<file path="src/rtl/pe_ctrl_pkg.sv">
// pe_ctrl_pkg: shared states, abs_control encodings and row constants for the PE scheduler.
package pe_ctrl_pkg;
    typedef enum logic [2:0] {ST_IDLE, ST_PRE, ST_DS, ST_FS, ST_DONE} state_t;
    localparam logic [1:0] ABS_SB0      = 2'd0;
    localparam logic [1:0] ABS_SB1      = 2'd1;
    localparam logic [1:0] ABS_SB2      = 2'd2;
    localparam logic [1:0] ABS_SB3      = 2'd3;
    localparam int         DS_HEAD_ROWS = 8;
    localparam int         DS_TAIL_ROWS = 4;
    localparam int         DS_MIN_ROWS  = 13;
    localparam int         FS_MIN_ROWS  = 5;
    localparam int         FS_REF_ROWS  = 4;
endpackage

</file>
<file path="src/rtl/pe_row_decode.sv">
// pe_row_decode: maps (mode, pass, row, rows_cfg) to the per-row PE array controls.
module pe_row_decode
    import pe_ctrl_pkg::*;
#(
    parameter int ROW_W = 7
) (
    input  logic             i_fs,
    input  logic [1:0]       i_pass,
    input  logic [ROW_W-1:0] i_row,
    input  logic [ROW_W-1:0] i_rows_cfg,
    output logic [1:0]       o_abs_control,
    output logic             o_change_ref,
    output logic             o_ref_input_control,
    output logic             o_cb_select
);
    logic w_head;
    logic w_tail;
    logic w_plus;

    always_comb begin
        w_head              = i_row < ROW_W'(DS_HEAD_ROWS);
        w_tail              = i_row >= i_rows_cfg - ROW_W'(DS_TAIL_ROWS);
        // body rows alternate between accumulators; tail rows always use base+1
        w_plus              = !w_head && (w_tail || !i_row[0]);
        o_abs_control       = i_fs ? i_pass :
                              i_pass[0] ? (w_plus ? ABS_SB3 : ABS_SB2) : (w_plus ? ABS_SB1 : ABS_SB0);
        o_change_ref        = i_fs || !w_plus || w_tail;
        o_ref_input_control = !i_fs || (i_row < ROW_W'(FS_REF_ROWS));
        o_cb_select         = !i_fs && !i_pass[0];
    end
endmodule

</file>
<file path="src/rtl/pe_sched_ctrl.sv">
// pe_sched_ctrl: per start, preloads the current block then schedules NUM_COLS search columns,
// each as two downsampled or four full-sample row passes; all outputs are registered.
module pe_sched_ctrl
    import pe_ctrl_pkg::*;
#(
    parameter int PRE_CYCLES = 64,
    parameter int NUM_COLS   = 31,
    parameter int COL_W      = 5,
    parameter int ROW_W      = 7
) (
    input  logic             i_clk,
    input  logic             i_rst_n,
    input  logic             i_start,
    input  logic             i_abort,
    input  logic             i_stall,
    input  logic [ROW_W-1:0] i_cfg_ds_rows,
    input  logic [ROW_W-1:0] i_cfg_fs_rows,
    input  logic [COL_W-1:0] i_cfg_fs_col_lo,
    input  logic [COL_W-1:0] i_cfg_fs_col_hi,
    output logic             o_busy,
    output logic             o_done,
    output logic             o_row_valid,
    output logic             o_in_curr_enable,
    output logic             o_cb_select,
    output logic             o_change_ref,
    output logic             o_ref_input_control,
    output logic [1:0]       o_abs_control,
    output logic [COL_W-1:0] o_search_column_count,
    output logic [ROW_W-1:0] o_search_row_count
);
    localparam int PRE_W = $clog2(PRE_CYCLES + 1);

    state_t           r_state;
    state_t           w_state_n;
    logic [PRE_W-1:0] r_pre;
    logic [PRE_W-1:0] w_pre_n;
    logic [COL_W-1:0] r_col;
    logic [COL_W-1:0] w_col_n;
    logic [COL_W-1:0] w_col_inc;
    logic [COL_W-1:0] r_col_lo;
    logic [COL_W-1:0] r_col_hi;
    logic [1:0]       r_pass;
    logic [1:0]       w_pass_n;
    logic [ROW_W-1:0] r_row;
    logic [ROW_W-1:0] w_row_n;
    logic [ROW_W-1:0] r_ds_rows;
    logic [ROW_W-1:0] r_fs_rows;
    logic             w_fs_cur;
    logic             w_fs_nxt;
    logic             w_in_row;
    logic             w_last_row;
    logic             w_last_pass;
    logic             w_last_col;
    logic [1:0]       w_dec_abs;
    logic             w_dec_cr;
    logic             w_dec_ric;
    logic             w_dec_cb;

    pe_row_decode #(.ROW_W(ROW_W)) u_dec (
        .i_fs               (r_state == ST_FS),
        .i_pass             (r_pass),
        .i_row              (r_row),
        .i_rows_cfg         (r_ds_rows),
        .o_abs_control      (w_dec_abs),
        .o_change_ref       (w_dec_cr),
        .o_ref_input_control(w_dec_ric),
        .o_cb_select        (w_dec_cb)
    );

    always_comb begin
        w_col_inc   = r_col + COL_W'(1);
        w_fs_cur    = (r_col >= r_col_lo) && (r_col <= r_col_hi);
        w_fs_nxt    = (w_col_inc >= r_col_lo) && (w_col_inc <= r_col_hi);
        w_in_row    = (r_state == ST_DS) || (r_state == ST_FS);
        w_last_row  = r_row == ((r_state == ST_FS) ? r_fs_rows : r_ds_rows) - ROW_W'(1);
        w_last_pass = r_pass == ((r_state == ST_FS) ? 2'd3 : 2'd1);
        w_last_col  = r_col == COL_W'(NUM_COLS - 1);
        w_state_n   = r_state;
        w_pre_n     = r_pre;
        w_col_n     = r_col;
        w_pass_n    = r_pass;
        w_row_n     = r_row;
        case (r_state)
            ST_IDLE: if (i_start) begin
                w_state_n = ST_PRE;
                w_pre_n   = '0;
                w_col_n   = '0;
                w_pass_n  = '0;
                w_row_n   = '0;
            end
            ST_PRE: begin
                w_state_n = (r_pre == PRE_W'(PRE_CYCLES - 1)) ? (w_fs_cur ? ST_FS : ST_DS) : ST_PRE;
                w_pre_n   = r_pre + PRE_W'(1);
            end
            ST_DS, ST_FS: begin
                w_row_n  = w_last_row ? '0 : r_row + ROW_W'(1);
                w_pass_n = !w_last_row ? r_pass : w_last_pass ? 2'd0 : r_pass + 2'd1;
                if (w_last_row && w_last_pass) begin
                    w_col_n   = w_last_col ? r_col : w_col_inc;
                    w_state_n = w_last_col ? ST_DONE : w_fs_nxt ? ST_FS : ST_DS;
                end
            end
            default: w_state_n = ST_IDLE;
        endcase
    end

    always_ff @(posedge i_clk) begin
        if (!i_rst_n || i_abort) begin
            r_state               <= ST_IDLE;
            r_pre                 <= '0;
            r_col                 <= '0;
            r_pass                <= '0;
            r_row                 <= '0;
            r_col_lo              <= '0;
            r_col_hi              <= '0;
            r_ds_rows             <= '0;
            r_fs_rows             <= '0;
            o_busy                <= 1'b0;
            o_done                <= 1'b0;
            o_row_valid           <= 1'b0;
            o_in_curr_enable      <= 1'b0;
            o_cb_select           <= 1'b1;
            o_change_ref          <= 1'b0;
            o_ref_input_control   <= 1'b0;
            o_abs_control         <= '0;
            o_search_column_count <= '0;
            o_search_row_count    <= '0;
        end else if (i_stall) begin
            o_row_valid <= 1'b0;
        end else begin
            r_state <= w_state_n;
            r_pre   <= w_pre_n;
            r_col   <= w_col_n;
            r_pass  <= w_pass_n;
            r_row   <= w_row_n;
            if (r_state == ST_IDLE && i_start) begin
                r_col_lo  <= i_cfg_fs_col_lo;
                r_col_hi  <= i_cfg_fs_col_hi;
                r_ds_rows <= (i_cfg_ds_rows < ROW_W'(DS_MIN_ROWS)) ? ROW_W'(DS_MIN_ROWS) : i_cfg_ds_rows;
                r_fs_rows <= (i_cfg_fs_rows < ROW_W'(FS_MIN_ROWS)) ? ROW_W'(FS_MIN_ROWS) : i_cfg_fs_rows;
            end
            o_busy                <= r_state != ST_IDLE;
            o_done                <= r_state == ST_DONE;
            o_row_valid           <= w_in_row;
            o_in_curr_enable      <= r_state == ST_PRE;
            o_cb_select           <= (r_state == ST_PRE) ? (r_pre < PRE_W'(PRE_CYCLES / 2)) :
                                     w_in_row ? w_dec_cb : 1'b1;
            o_change_ref          <= w_in_row && w_dec_cr;
            o_ref_input_control   <= w_in_row && w_dec_ric;
            o_abs_control         <= w_in_row ? w_dec_abs : 2'd0;
            o_search_column_count <= w_in_row ? r_col : '0;
            o_search_row_count    <= w_in_row ? r_row : '0;
        end
    end
endmodule

</file>
<file path="config.mk">
export PLATFORM = sky130hd
export DESIGN_NAME = pe_sched_ctrl
export DESIGN_NICKNAME = d
export VERILOG_FILES = /design/src/rtl/pe_ctrl_pkg.sv /design/src/rtl/pe_row_decode.sv /design/src/rtl/pe_sched_ctrl.sv
export SDC_FILE = /design/constraint.sdc
export NUM_CORES = 1
export LEC_CHECK = 0
export CAP_MARGIN = 20
export CORE_ASPECT_RATIO = 1.75
export CORE_MARGIN = 10
export CORE_UTILIZATION = 35
export DETAILED_ROUTE_END_ITERATION = 8
export SETUP_SLACK_MARGIN = 0.15
export SLEW_MARGIN = 20
export SYNTH_ARGS = -nofsm -noshare
export SYNTH_HDL_FRONTEND = slang
export SYNTH_SLANG_ARGS = --single-unit
</file>
<file path="constraint.sdc">
create_clock -name i_clk -period 3.2 [get_ports i_clk]
set_clock_uncertainty 0.15 [all_clocks]
set_input_delay 0.64 -clock i_clk [delete_from_list [all_inputs] [get_ports i_clk]]
set_output_delay 0.64 -clock i_clk [all_outputs]
set_load 0.03 [all_outputs]
</file>
[Word-level counts from Yosys, hierarchy flattened]
Index checks and enable logic that the tools add are counted.
Storage, ports and cells
  output and inout port bits: 21
  register bits after elaboration: 69
  word-level logic and storage cells: 112
  input bits: 29
Operators by class
  reductions and logical operators: 32
  equality and inequality tests: 12
  mux-type cells: 32
  $add $sub $neg: 6
  magnitude comparators: 10
  bitwise operators: 1
Operator list (number)
  7-bit two-way mux: 6
  7-bit one-hot mux with 2 select lines: 2
  5-bit two-way mux: 4
  2-bit two-way mux: 8
  7-bit by 1-bit adder with 7-bit output, second input constant: 2
  7-bit by 3-bit less-than comparator with 1-bit output, second input constant: 2
  7-bit by 4-bit less-than comparator with 1-bit output, second input constant: 2
  5-bit greater-or-equal comparator: 2
  5-bit less-or-equal comparator: 2
  5-bit one-hot mux with 2 select lines: 1
  3-bit two-way mux: 3
  3-bit one-hot mux with 3 select lines: 1
  3-bit AND reduction: 3
  1-bit logical AND: 8
  2-bit != test, second input constant: 4
  7-bit by 6-bit equality test with 1-bit output, second input constant: 1
  7-bit equality test: 1
  7-bit greater-or-equal comparator: 1
  7-bit by 6-bit less-than comparator with 1-bit output, second input constant: 1
  7-bit by 1-bit subtractor with 7-bit output, second input constant: 1
  7-bit by 3-bit subtractor with 7-bit output, second input constant: 1
  3-bit by 2-bit equality test with 1-bit output, second input constant: 2
  1-bit logical NOT: 6
  1-bit logical OR: 6
  16 further kinds: 23

[Logic depth before layout (Yosys ltp)]
Gate-level depths: netlist (run 1).
  depth in word-level cells: 8
  mapped depth: 13
  depth with buffers taken out: 12

[Hierarchy]
A second synthesis (run 1) with hierarchy kept.
Unflattened totals
  cell total of the unflattened synthesis: 485
  area, all modules: 4006.3 µm²
Modules (own cells, without submodules)
  pe_sched_ctrl: sequential area each 1381.3 µm², cells an instance 451, times used 1, area an instance 3749.8 µm²
  pe_row_decode: sequential area each 0.0 µm², cells an instance 34, times used 1, area an instance 256.5 µm²

[Worst setup path before layout (run 1)]
No wires, ideal clock.
  path kind: flip-flop to flip-flop
  from: register r_state[2]
  to: register r_state[0]
  setup time: 0.116 ns
  data arrival time: 2.650 ns
  slack: 0.283 ns
  clock period less this slack: 2.917 ns
  data required time: 2.934 ns
  stages on the path, launching flop included: 13
  cell sequence: dfxtp_1 -> buf_6 -> nand3b_4 -> buf_6 -> mux2i_2 -> ha_1 -> o2111ai_1 -> o2111ai_1 -> nand4_1 -> nor3_4 -> a31oi_1 -> or4_1 -> o211a_1
Between the ends
  cells in the longest elaborated chain, start to end: 7
RTL lines
  start, declared: RTL line pe_sched_ctrl.sv:33  | state_t r_state;
  start signal, assigned: RTL line pe_sched_ctrl.sv:131  | r_state <= w_state_n;
  3-bit by 2-bit equality test with 1-bit output: RTL line pe_sched_ctrl.sv:75, pe_sched_ctrl.sv:76, pe_sched_ctrl.sv:83
  7-bit two-way mux: RTL line pe_sched_ctrl.sv:75  | w_last_row = r_row == ((r_state == ST_FS) ? r_fs_rows : r_ds_rows) - ROW_W'(1);
  7-bit by 1-bit subtractor with 7-bit output: RTL line pe_sched_ctrl.sv:75
  7-bit equality test: RTL line pe_sched_ctrl.sv:75
  1-bit logical AND: RTL line pe_sched_ctrl.sv:98  | if (w_last_row && w_last_pass) begin
  2-bit != test (no line)
  3-bit AND reduction (no line)
Several ways; a longest one is shown, not always the timed one.
A chain may end at the register's enable or synchronous reset.

[Final worst setup path (run 1)]
  from: register r_state[1]
  to: register r_col[2]
Between the ends
  cells in the longest elaborated chain, start to end: 7
RTL lines
  3-bit by 2-bit equality test with 1-bit output: RTL line pe_sched_ctrl.sv:75, pe_sched_ctrl.sv:76, pe_sched_ctrl.sv:83
  7-bit two-way mux: RTL line pe_sched_ctrl.sv:75
  7-bit by 1-bit subtractor with 7-bit output: RTL line pe_sched_ctrl.sv:75
  7-bit equality test: RTL line pe_sched_ctrl.sv:75
  1-bit logical AND: RTL line pe_sched_ctrl.sv:98
  2-bit != test (no line)
  5-bit AND reduction (no line)
  end signal, assigned: RTL line pe_sched_ctrl.sv:133  | r_col <= w_col_n;
  end, declared: RTL line pe_sched_ctrl.sv:37  | logic [COL_W-1:0] r_col;
Several ways; a longest one is shown, not always the timed one.

==> results by stage, run 1 <==
Status:
- The run finished with clean final reports.

Floorplan:
- The die height is 160.1 µm.
- The die covers 16020 µm².
- The die boundary width is 100.1 µm.
- The starting utilization of the core area is 35.57%.
- For this design the top-level I/O count stands at 50.
- After floorplanning, the core was divided into 51 placement rows.
- The core region is 11040 µm².

Yosys:
- The average instance in the mapped netlist occupies 8.372 µm².
- Synthesis produced a netlist with a net count of 531.
- Yosys mapped the design onto 56 distinct sky130hd cell types.
- The most common flop cell mapped by yosys is dfxtp_1.
- After synthesis, the cell types taking the most area are dfxtp_1 35%, ha_1 11%, a21oi_1 5.9%.
- The share of synthesized area in the top cell type comes to 35.18%.
- The flop and latch count out of synthesis is 69.
- The sequential area share after synthesis is 35.18%.
- Summed over all instances, the cell type with the most area after synthesis is dfxtp_1.
- During synthesis, Yosys emitted a total of 0 warnings.
- The share of synthesized registers carrying an async set or reset is 0%.
- The synthesized design contains 0 enable-type register cells.
- The cell area that synthesis handed to floorplanning was 3926 µm².
- Synthesis produced 469 cells.

Power:
- The switching power summed over all nets is 0.4735 mW.
- The net switching share of the total power is 24.05%.
- The internal power summed over all cells is 1.495 mW.
- Power spread over the standard cell area amounts to 404.9 nW/µm².
- The portion of total power attributed to combinational logic is 10.8%.
- The clock network accounts for 44.2% of the total power.
- The worst-case IR drop observed on VDD is 0.0003186 V.
- The sequential share of power is 45.0%.
- The analysis attributes to cell leakage a power of 1.958 nW.
- Total power for the finished layout comes to 1.969 mW.

Drt:
- The mean number of vias per cell is 5.484.
- The via count of the routed design is 3614.
- The first-pass iteration count of the detailed router is 4.
- The final routed DRC violation total is 0.
- The detailed router's first-iteration violation count is 230.
- After detailed routing, the average wire length per cell comes to 16.42 µm.
- The number of routed nets with antenna violations is 0.
- After detailed routing, the total wire length is 10820 µm.

Clocking:
- The CTS tree is built.
- At the later pin of the worst-skew pair, clock insertion delay measures 0.33 ns.
- The H-tree generated during clock tree synthesis spans 3 levels.
- The number of clock sinks seen by CTS is 69.
- The clock passes through at most 2 buffers.
- The clock slew at the register clock pins of the worst setup and hold paths is 0.05 ns.
- The cell sitting at the root of the clock tree is a clkbuf_16.
- The number of CTS-inserted buffers is 9.

Final layout:
- The library cell used most frequently in the layout, excluding fill and tap cells, is dfxtp_1.
- In the final layout, the share of cells above drive strength 1 is 9.867%.
- The final antenna diode count is 0.
- Compared with the post-synthesis result, the final layout area differs by 23.84%.
- Leaving out fill and tap cells, the most frequent cells in the layout are 68 x dfxtp_1, 57 x nand2_1, 49 x clkdlybuf4s50_1, 46 x a21oi_1, 41 x nor2_1.
- The number of nets in the layout is 587.
- The number of standard cells in the layout, taps in and fillers out is 659.

Setup path:
- The critical path is of the reg -> reg type.
- For the worst setup path, the data required time is 3.26 ns.
- The launching element type of the critical path is a flip-flop.
- For the worst setup path, the data arrival time is 2.92 ns.
- Of all nets on the critical path, the largest fanout is 11.
- The critical path capture point type is a flip-flop.

Global route:
- The via count of the first global-routing pass was 3661.
- The wire length of the first global-routing pass is 17870 µm.
- The global-route total usage across every layer is 13.76%.
- Entering global routing, the biggest net connects 35 pins.
- The number of antenna violations at the first check in global routing is 0.
- Global routing finished with a remaining overflow of 0.

Timing:
- The final number of max-transition violations came to 0.
- Setup repair after global routing left no endpoint under its margin.
- The final setup TNS is 0 ns.
- The final-report hold violation count is 0.
- Setup violations remaining at the end of the flow were counted as 0.
- The maximum achievable frequency is 0.3497 GHz.
- The worst slew margin relative to its limit is 51.58%.
- Final hold analysis gives a worst-case slack of 0.3019 ns.
- The slew at the pin with the worst max-slew slack is 0.7262 ns.
- The worst path in the final design needs a cycle of 2.860 ns, including I/O delays and setup.
- Setup slack closes at 0.3404 ns.
- The worst path uses 89.36% of the clock period.

Min path:
- The worst hold path belongs to the class reg -> reg.

Placement:
- The count of placed standard cells including taps is 645.
- Routability-driven placement finished with a final weighted congestion of 0.8562.
- The number of buffers added on ports is 49.
- The placed wire-length estimate after detailed placement is 8431 µm.
- Prior to clock tree synthesis, the placed netlist has a worst setup slack of 0.1563 ns.

Flow run:
- The max capacitance violation total is 0.
-- logic make-up (layout without fill, tap and decap cells) --
family	count (synthesis)	in the layout	synth area share (%)
simple gates	181	181	23.14
compound gates	114	114	18.77
flops	69	69	35.18
buf+inv	43	101	5.386
fa+ha+maj	33	33	10.52
xor+xnor	21	21	4.876
mux	8	8	2.135
-- cells in the mapped netlist, drive strengths merged, types with 6 or more instances --
cell and instances:
mux2i 8, xor2 12, nand4 9, a21oi 46
inv 19, o21ai 20, or3 6, xnor2 9
nand2 58, buf 8, dfxtp 69, clkbuf 16
nor2 41, a22o 14, nand2b 7, ha 33
nand3 14, nor3 18
-- critical path, cell delays in order (launching register included) --
cell       delay, ns
dfxtp_2         0.44
and3b_2         0.26
nor2_1          0.05
a21oi_1         0.12
ha_2            0.25
o2111ai_1       0.13
o2111ai_1       0.12
nand4_1         0.19
or4_4           0.57
nand2_2         0.15
mux2i_1         0.21
a21oi_1         0.10
-- final cells by class --
cell class / count / area [µm²]
fillers: 1131 / 6177
multi-input cells: 357 / 2336
flip-flops and latches: 69 / 1383
repair buffers: 69 / 653.1
clock buffers: 10 / 239.0
well taps: 132 / 165.2
inverters: 19 / 71.32
clock inverters: 3 / 15.01
-- path summary, 6_finish.rpt --
path,to,start,cells past startpoint,slack [ns]
setup / recovery,r_col[2],r_state[1],11,0.34
hold / removal,r_col_hi[2],r_col_hi[2],2,0.30
setup reg to reg,r_col[2],r_state[1],11,0.34
hold reg to reg,r_col_hi[2],r_col_hi[2],2,0.30
-- sequential cells by signal (all words and copies together) (netlist names), 2 cells and up --
register	cells
r_state	3
o_abs_control	2
r_pass	2
r_row	7
o_search_row_count	7
r_col	5
r_fs_rows	7
o_search_column_count	5
r_ds_rows	7
r_col_hi	5
r_pre	7
r_col_lo	5
-- stage by stage --
stage | utilization (%) | instance area, µm²
4_1_cts | 43.95 | 4852
6_report | 44.04 | 4862
3_3_place_gp | 41.64 | 4597
3_5_place_dp | 41.64 | 4597
5_1_grt | 44.04 | 4862
2_1_floorplan | - | 3926
-- power groups by stage --
stage / clock, mW / sequential (mW) / combinational, mW
final: 0.870 / 0.886 / 0.212
after floorplan: 0 / 0.901 / 0.129
after global routing: 0.935 / 0.887 / 0.236
after global placement: 0 / 0.904 / 0.208
after CTS: 0.895 / 0.886 / 0.213
after detailed placement: 0 / 0.904 / 0.211
-- per-layer routing --
metal / vias to the layer above / GRT usage [%] / part of all wire, %
li1: 1784 / - / -
met4: 0 / 8.129 / 4.0
met2: 103 / 25.43 / 54
met1: 1696 / 13.14 / 37
met3: 31 / 3.283 / 5.2
met5: - / 0 / 0
-- what timing repair did --
item | 4_1_cts | 5_1_grt
setup endpoints to repair | 2 | 6
resized for setup | 1 | 1
hold buffers | 0 | 0
endpoints found under the hold margin | 0 | 0
pin swaps | 0 | 1
setup buffers | 0 | 1
Note: power is estimated with default switching activity, not from simulation.
==> inputs of run 2 (changes only) <==
- CTS_BUF_LIST: unset -> sky130_fd_sc_hd__clkbuf_8
- SETUP_SLACK_MARGIN: 0.15 -> unset
==> results by stage, run 2 (synthesis results as in run 1) <==
Drt:
- The routed wire length per instance is 16.28 µm (was 16.42 µm).
- The number of routed nets with antenna violations is 0 (unchanged).
- The detailed router's first-iteration violation count is 220 (was 230).
- The final routed DRC violation total is 0 (unchanged).
- The first-pass iteration count of the detailed router is 5 (was 4).
- The via count of the routed design is 3589 (was 3614).
- The total detailed-routing wirelength is 10710 µm (was 10820 µm).
- The mean number of vias per cell is 5.454 (was 5.484).

Clocking:
- The cts-stage hold buffer count was 0 (unchanged).
- The clock slew at the register clock pins of the worst setup and hold paths is 0.07 ns (was 0.05 ns).
- The number of buffers on the longest clock path is 2 (unchanged).
- The number of clock sinks seen by CTS is 69 (unchanged).
- The number of CTS-inserted buffers came to 9 (unchanged).
- The buffer cell driving the clock tree root is clkbuf_8 (was clkbuf_16).
- The post-CTS setup buffer count is 0 (unchanged).
- The maximum level of the CTS H-tree is 3 (unchanged).
- The post-cts sizing count came to 0 (was 1).
- The clock latency of the later-clocked register in the worst-skew pair was 0.36 ns (was 0.33 ns).
- The CTS tree is built (unchanged).

Global route:
- The via count of the first global-routing pass is 3634 (was 3661).
- The number of antenna violations at the first check in global routing is 0 (unchanged).
- The largest net degree at the start of global routing is 35 (unchanged).
- The total congestion overflow is 0 (unchanged).
- The wire length of the first global-routing pass is 17770 µm (was 17870 µm).
- The global-route total usage across every layer is 13.72% (was 13.76%).

Setup path:
- The source of the worst register-to-register timing path was r_state[1] (unchanged).
- The critical path capture point type was a flip-flop (unchanged).
- Cells traversed along the worst timing path: and3b_2 -> nor2_1 -> a21oi_1 -> ha_1 -> o2111ai_1 -> o2111ai_1 -> nand4_1 -> or4_4 -> nand2_2 -> mux2i_1 -> a21oi_1 (was and3b_2 -> nor2_1 -> a21oi_1 -> ha_2 -> o2111ai_1 -> o2111ai_1 -> nand4_1 -> or4_4 -> nand2_2 -> mux2i_1 -> a21oi_1).
- The data required time at the worst endpoint is 3.29 ns (was 3.26 ns).
- The launching element type of the critical path is a flip-flop (unchanged).
- The arrival time at the worst endpoint came to 3.04 ns (was 2.92 ns).
- The worst-case register-to-register setup slack is 0.25 ns (was 0.34 ns).
- The sum of buffers and inverters on the critical path was 0 (unchanged).
- The kind of cell with the highest combined delay on the critical path is simple AND/OR/NAND/NOR gates (unchanged).
- The largest driver fanout on the critical path is 11 (unchanged).
- The destination of the worst register-to-register timing path was r_col[2] (unchanged).
- The depth of the worst register-to-register path came to 11 (unchanged).
- The cell with the biggest individual delay on the critical path is or4_4 (unchanged).
- The start-to-end type of the worst setup path is reg -> reg (unchanged).
- The delay of the slowest cell on the worst path is 0.56 ns (was 0.57 ns).

Timing:
- The slew at the pin with the worst max-slew slack is 0.7138 ns (was 0.7262 ns).
- The worst slew margin relative to its limit was 52.42% (was 51.58%).
- The share of the clock period used by the worst path after layout is 92.05% (was 89.36%).
- The final number of max-transition violations is 0 (unchanged).
- The count of final setup violators is 0 (unchanged).
- The maximum achievable frequency is 0.3395 GHz (was 0.3497 GHz).
- The shortest clock period the worst path allows after layout came to 2.946 ns (was 2.860 ns).
- The smallest setup slack after layout is 0.2545 ns (was 0.3404 ns).
- RSZ-0062 raised after global routing: no (unchanged).
- The final setup TNS is 0 ns (unchanged).
- The final-report hold violation count is 0 (unchanged).

Final layout:
- The most frequent standard cell in the layout excluding fill and tap cells is dfxtp_1 (unchanged).
- The number of inserted filler cells in the final layout is 1147 (was 1131).
- The area added between synthesis and finish is 21.00% (was 23.84%).
- The proportion of layout cells with a drive suffix above 1 came to 9.506% (was 9.867%).
- Commonest cells after routing, fill and taps aside: 68 x dfxtp_1, 57 x nand2_1, 49 x clkdlybuf4s50_1, 46 x a21oi_1, 41 x nor2_1 (unchanged).
- The final antenna diode count came to 0 (unchanged).
- The number of nets in the layout is 586 (was 587).

Power:
- The worst supply voltage drop on vdd is 0.0002207 V (was 0.0003186 V).
- The portion of total power attributed to combinational logic is 12.4% (was 10.8%).
- The net switching share of the total power is 26.24% (was 24.05%).
- The clock share of power is 35.4% (was 44.2%).
- The internal power summed over all cells is 1.251 mW (was 1.495 mW).
- The sequential share of power was 52.2% (was 45.0%).
- The power per standard cell area is 357.1 nW/µm² (was 404.9 nW/µm²).
- The switching power summed over all nets is 0.4451 mW (was 0.4735 mW).
- The leakage power total was 1.907 nW (was 1.958 nW).

Placement:
- The placer congestion estimate is 0.8562 (unchanged).
- The number of buffers added on ports is 49 (unchanged).
- The placement-stage worst setup slack is 0.1563 ns (unchanged).
- The placed wire-length estimate after detailed placement is 8431 µm (unchanged).

Floorplan:
- The core area is 11040 µm² (unchanged).
- The die area was 16020 µm² (unchanged).
- The top-level port count is 50 (unchanged).
- The die boundary width is 100.1 µm (unchanged).
- The number of core rows was 51 (unchanged).
- The starting utilization of the core area is 35.57% (unchanged).
- The die height came to 160.1 µm (unchanged).

Min path:
- The worst-case hold path end point was r_col_hi[2] (unchanged).
- The startpoint of the lowest-slack hold path is r_col_hi[2] (unchanged).
- The number of cells on the worst hold path is 2 (unchanged).
- The type of the tightest min-delay check was reg -> reg (unchanged).

Status:
- Run status: finished clean (unchanged).

Flow run:
- The max capacitance violation total is 0 (unchanged).
[run 2: per-layer routing]
layer / wire length [µm] / GRT usage (%)
met5: 0 / 0
met3: 522 / 4.017
met1: 3985 / 13.20
met4: 410 / 7.226
met2: 5796 / 25.13
[run 2: layout make-up]
type,count,area [µm²],area share (%)
clock buffers,10,137.6,2.897
clock inverters,3,15.01,0.3160
inverters,19,71.32,1.501
multi-input cells,357,2333,49.12
flip-flops and latches,69,1383,29.10
well taps,132,165.2,3.476
repair buffers,68,645.6,13.59
[run 2: worst max path at each step]
stage	start	endpoint	slack, ns	depth (start not counted)
after floorplan	r_state[2]	r_state[0]	0.28	12
after global placement	i_start	r_col[2]	0.20	8
after detailed placement	r_state[1]	r_state[0]	0.16	11
after CTS	r_state[1]	r_col[2]	0.14	11
after global routing	r_state[1]	r_state[0]	0.08	11
final	r_state[1]	r_col[2]	0.25	11
[run 2: power groups by stage]
stage / clock network, mW / logic, mW / registers [mW]
floorplan: 0 / 0.129 / 0.901
global placement: 0 / 0.208 / 0.904
detailed placement: 0 / 0.211 / 0.904
CTS: 0.621 / 0.212 / 0.884
global route: 0.662 / 0.236 / 0.886
finish: 0.601 / 0.211 / 0.885
[run 2: tightest hold or removal path, cell delays in order (launching register included)]
cell and delay [ns]:
dfxtp_1 0.31, nand2_1 0.05, a21oi_1 0.05
[run 2: through the flow]
stage / std cells / hold WS, ns / utilization, % / cell area (µm²) / total power [mW]
4_1_cts: 658 / 0.3070 / 43.02 / 4750 / 1.717
3_3_place_gp: 645 / 0.2937 / 41.64 / 4597 / 1.112
6_report: 658 / 0.3037 / 43.04 / 4751 / 1.696
3_5_place_dp: 645 / 0.2970 / 41.64 / 4597 / 1.115
2_1_floorplan: 469 / 0.2857 / - / 3926 / 1.031
5_1_grt: 658 / 0.3182 / 43.04 / 4751 / 1.784
==> inputs of run 3 (changes only) <==
- CTS_BUF_LIST: sky130_fd_sc_hd__clkbuf_8 -> unset
- SETUP_SLACK_MARGIN: unset -> 0.2
==> results of run 3 <==
The final DEF is identical to that of run 1; final timing and power are the same.
